`config.mk`:
```
export PLATFORM = sky130hd
export DESIGN_NAME = tkm_serial_adder
export DESIGN_NICKNAME = d
export VERILOG_FILES = /design/src/rtl/tkm_serial_adder.sv
export SDC_FILE = /design/constraint.sdc
export NUM_CORES = 1
export LEC_CHECK = 0
export ABC_AREA = 1
export CAP_MARGIN = 0
export CORE_ASPECT_RATIO = 0.9
export CORE_MARGIN = 3
export CORE_UTILIZATION = 50
export CTS_CLUSTER_SIZE = 10
export DETAILED_ROUTE_END_ITERATION = 16
export PLACE_DENSITY = 0.76
export SLEW_MARGIN = 5
export SYNTH_ARGS = -nofsm -noshare
export SYNTH_HDL_FRONTEND = slang
export SYNTH_SLANG_ARGS = --single-unit
```
`constraint.sdc`:
```
create_clock -name clk -period 2 [get_ports clk]
set_input_delay 0.2 -clock clk [delete_from_list [all_inputs] [get_ports clk]]
set_output_delay 0.2 -clock clk [all_outputs]
set_load 0.05 [all_outputs]
```
`src/rtl/tkm_serial_adder.sv`:
```
// Bit-serial add/subtract: one full-adder slice with a registered carry, WIDTH cycles per result.
// The result registers update only on the completion edge and hold through the next run.
module tkm_serial_adder #(
  parameter int WIDTH = 8
) (
  input  logic             clk,
  input  logic             rst_n,
  input  logic             ena,
  input  logic             start,
  input  logic             sub,
  input  logic [WIDTH-1:0] a,
  input  logic [WIDTH-1:0] b,
  output logic             busy,
  output logic             done,
  output logic [WIDTH-1:0] sum,
  output logic             cout,
  output logic             ovf
);
  localparam int CW = (WIDTH > 1) ? $clog2(WIDTH) : 1;

  typedef enum logic [1:0] {IDLE, RUN, DONE} state_t;

  typedef struct packed {
    logic             sub;
    logic [WIDTH-1:0] a;
    logic [WIDTH-1:0] b;
  } req_t;

  state_t           state, state_nxt;
  req_t             req;
  logic [WIDTH-1:0] a_sh, b_sh, acc, acc_nxt;
  logic [CW-1:0]    cnt;
  logic             carry;
  logic             accept, step, last;
  logic             fa_s, fa_c;

  assign req     = '{sub: sub, a: a, b: b};
  assign accept  = ena & start & ((state == IDLE) | (state == DONE));
  assign step    = ena & (state == RUN);
  assign last    = (cnt == CW'(WIDTH - 1));

  // single full-adder slice; carry into the MSB is the registered carry on the last step
  assign fa_s    = a_sh[0] ^ b_sh[0] ^ carry;
  assign fa_c    = (a_sh[0] & b_sh[0]) | (carry & (a_sh[0] ^ b_sh[0]));
  assign acc_nxt = {fa_s, acc[WIDTH-1:1]};

  always_ff @(posedge clk or negedge rst_n) begin
    if (!rst_n)   state <= IDLE;
    else if (ena) state <= state_nxt;
  end

  always_comb begin
    state_nxt = state;
    case (state)
      IDLE:    if (start) state_nxt = RUN;
      RUN:     if (last)  state_nxt = DONE;
      DONE:    state_nxt = start ? RUN : IDLE;
      default: state_nxt = IDLE;
    endcase
  end

  always_comb begin
    busy = (state == RUN);
    done = (state == DONE);
  end

  always_ff @(posedge clk or negedge rst_n) begin
    if (!rst_n) begin
      a_sh  <= '0;
      b_sh  <= '0;
      acc   <= '0;
      carry <= 1'b0;
      cnt   <= '0;
      sum   <= '0;
      cout  <= 1'b0;
      ovf   <= 1'b0;
    end else if (accept) begin
      // subtraction as a + ~b + 1: the +1 rides in on the initial carry
      a_sh  <= req.a;
      b_sh  <= req.sub ? ~req.b : req.b;
      acc   <= '0;
      carry <= req.sub;
      cnt   <= '0;
    end else if (step) begin
      a_sh  <= a_sh >> 1;
      b_sh  <= b_sh >> 1;
      acc   <= acc_nxt;
      carry <= fa_c;
      cnt   <= cnt + CW'(1);
      if (last) begin
        sum  <= acc_nxt;
        cout <= fa_c;
        ovf  <= carry ^ fa_c;
      end
    end
  end

endmodule
```
==> summary.md <==
| Metric | Value |
|---|---|
| Status | `completed` |
| Post-route antenna net violation count | `0` |
| Max Freq | `605 MHz` |
| Multi-input logic area | `822 um^2` |
| Initial Util | `54.5%` |
| Crit path cell chain | `clkdlybuf4s50_1` |
| Synth Area in Simple Gates | `37.4%` |
| Synthesized flop and latch total | `39` |
| Root Buffer | `clkbuf_8` |
| TritonCTS clock tree | `yes` |
| # setup viols final | `0` |
| Critical path type | `reg -> out` |
| Cell family contributing the most delay on the critical path | `buffers and inverters` |
| Slew Limit Fails | `0` |
| Number of fill cells | `300` |
| Tightest Pin Transition | `0.835 ns` |
| Gate Count Post-Synth | `241` |
| CP max stage delay | `0.80 ns` |
| Drt total wl | `3880 um` |
| Hold_buf cts | `0` |
| Maximum VDD drop | `0.712 mV` |
| Synthesized-area fraction occupied by adder cells | `2.34%` |
| Initial DRC Count | `90` |
| Req. time, crit path | `1.80 ns` |
| Die Ht | `64.8 um` |
| H-tree levels | `2` |
| FF/Latch Area | `976 um^2` |
| Hold Violations, Final | `0` |
| Slew HR | `44.3%` |
| Port bufs | `32` |
| Dpl ws | `0.335 ns` |
| Syn. warnings | `0` |
| Post-Synth XOR/XNOR Area | `0.911%` |
| Worst hold-check path type | `in -> async` |
| N_diodes | `0` |
| Resized Gates After CTS | `0` |
| Worst skew pair latency | `0.29 ns` |
| Gr ovfl total | `0` |
| Syn avg cell area | `7.97 um^2` |
| Leakage | `1.28 nW` |
| Number of stages on the worst setup path | `1` |
| Sequential fraction of the synthesis area | `50.8%` |
| Final weighted congestion in routability-driven placement | `0.785` |
| Hold_ws | `0.00243 ns` |
| CTS buffer count | `5` |
| Main synth FF type | `dfrtp_1` |
| Clk_skew | `0.00879 ns` |
| Max-cap violations | `0` |
| R2R depth | `4` |
| Crit path DAT | `1.45 ns` |
| Crit end category | `output pin` |
| Drt via density | `5.11` |
| Vias in the first global route | `1418` |
| Max FO, Critical Path | `2` |
| Die ar. | `4620 um^2` |
| Fin Setup TNS | `0 ns` |
| Net Count, Synth | `265` |
| Worst Path Buf+Inv | `1` |
| Clock buffer depth | `2` |
| Mux share of post-synthesis cell area | `0%` |
| Initial antenna violation count | `0` |
| Post-CTS Setup Bufs | `0` |
| FF-to-FF setup slack | `0.59 ns` |
| CP Launch Type | `flip-flop` |
| Site Rows | `20` |
| Syn-to-layout area delta | `26.0%` |
| Period utilization | `82.7%` |
| Ys async rst share | `100%` |
| Number of synthesized flops with an enable pin | `0` |
| CP max stage cell | `clkdlybuf4s50_1` |
| Fin nets | `299` |
| GRT Overall Usage | `17.8%` |
| WL/cell | `12.1 um` |
| Clk slew on worst S/H paths | `0.08 ns` |
| Final critical-path required period | `1.65 ns` |
| 1st-pass router iterations | `4` |
| Die W | `71.4 um` |
| Final setup margin | `0.346 ns` |
| Power Total | `2.76 mW` |
| Largest net degree at the start of global routing | `40` |
| Compound-gate portion of the synthesized area | `2.08%` |
| Pwr/cell area | `1140 nW/um^2` |
| Largest family of logic cells by synthesized area | `simple AND/OR/NAND/NOR gates` |
| CTS sink count | `39` |
| Post-DP HPWL | `2700 um` |
| Reg-to-Reg Start | `cnt[0]` |
| Count of cell types in the netlist | `22` |
| DR vias | `1636` |
| DRC viols | `0` |
| First-pass GRT wire length | `6420 um` |
| Synthesized area | `1920 um^2` |
| Core area | `3530 um^2` |
| IO Pins | `33` |
| Unrepaired setup endpoints after global routing | `no` |
| RR Endpoint | `state[1]` |
| Layout cells sized above 1 | `9.78%` |
==> cells in the final DEF, fill, tap and decap left out, drive strengths merged <==
master	n
nor2	6
nand3	38
clkbuf	5
dfrtp	39
o21ai	7
a21oi	1
buf	13
ha	2
inv	12
or2	1
clkdlybuf4s50	29
bufinv	1
xnor2	1
fa	1
xor2	1
nand2	103
nand4	14
clkinv	2
==> worst max-delay path by stage <==
stage	startpoint	end	slack, ns
6_report	ovf	ovf	0.35
5_1_grt	sum[0]	sum[0]	0.30
4_1_cts	sum[6]	sum[6]	0.34
3_5_place_dp	ena	cnt[0]	0.33
3_3_place_gp	ena	a_sh[6]	0.34
2_1_floorplan	state[0]	cout	0.44
==> synthesized netlist by cell type (all sizes together), types with 2 or more instances <==
| library cell | instances | area, um^2 |
|---|---|---|
| buf | 11 | 63.8 |
| clkbuf | 4 | 15.0 |
| dfrtp | 39 | 976 |
| ha | 2 | 25.0 |
| inv | 12 | 45.0 |
| nand2 | 103 | 389 |
| nand3 | 38 | 195 |
| nand4 | 14 | 87.6 |
| nor2 | 6 | 41.3 |
| o21ai | 7 | 35.0 |
==> sequential cells by signal (all words and copies together), names as in the netlist <==
| name | count |
|---|---|
| carry | 1 |
| b_sh | 8 |
| sum | 8 |
| a_sh | 8 |
| state | 2 |
| acc | 7 |
| cout | 1 |
| ovf | 1 |
| cnt | 3 |
==> area by class of cell <==
cell class / count / area share, %
Clock buffer: 5 / 2.84
Clock inverter: 3 / 1.81
Timing Repair Buffer: 42 / 17.0
Tap cell: 44 / 2.27
Sequential cell: 39 / 40.3
Inverter: 12 / 1.86
Multi-Input combinational cell: 175 / 34.0
==> metrics by stage <==
stage          area, um^2  instances  util [%]
2_1_floorplan        1920        241         -
3_3_place_gp         2310        312      65.4
3_5_place_dp         2310        312      65.4
4_1_cts              2420        320      68.6
5_1_grt              2420        320      68.6
6_report             2420        320      68.6
==> cells by family (layout without fill, tap and decap cells) <==
logic type / count (synthesis) / count (layout)
AOI/OAI and AO/OA: 8 / 8
xor gates and xnor gates: 2 / 2
adders and majority gates: 3 / 3
buffers and inverters: 27 / 62
DFF: 39 / 39
and+or+nand+nor: 162 / 162
==> power by group <==
part	internal, mW	switching [mW]	total, mW
combinational	0.364	0.537	0.901
sequential	1.04	0.159	1.20
clock	0.372	0.290	0.661
==> routing by layer <==
metal | wire (um) | track usage, % | vias up
met3 | 171 | 4.81 | 7
met5 | 0 | 0 | -
met2 | 1740 | 27.6 | 37
met1 | 1920 | 24.7 | 740
li1 | - | - | 852
met4 | 43 | 4.93 | 0
No activity file was read; power rests on OpenSTA's default activity.
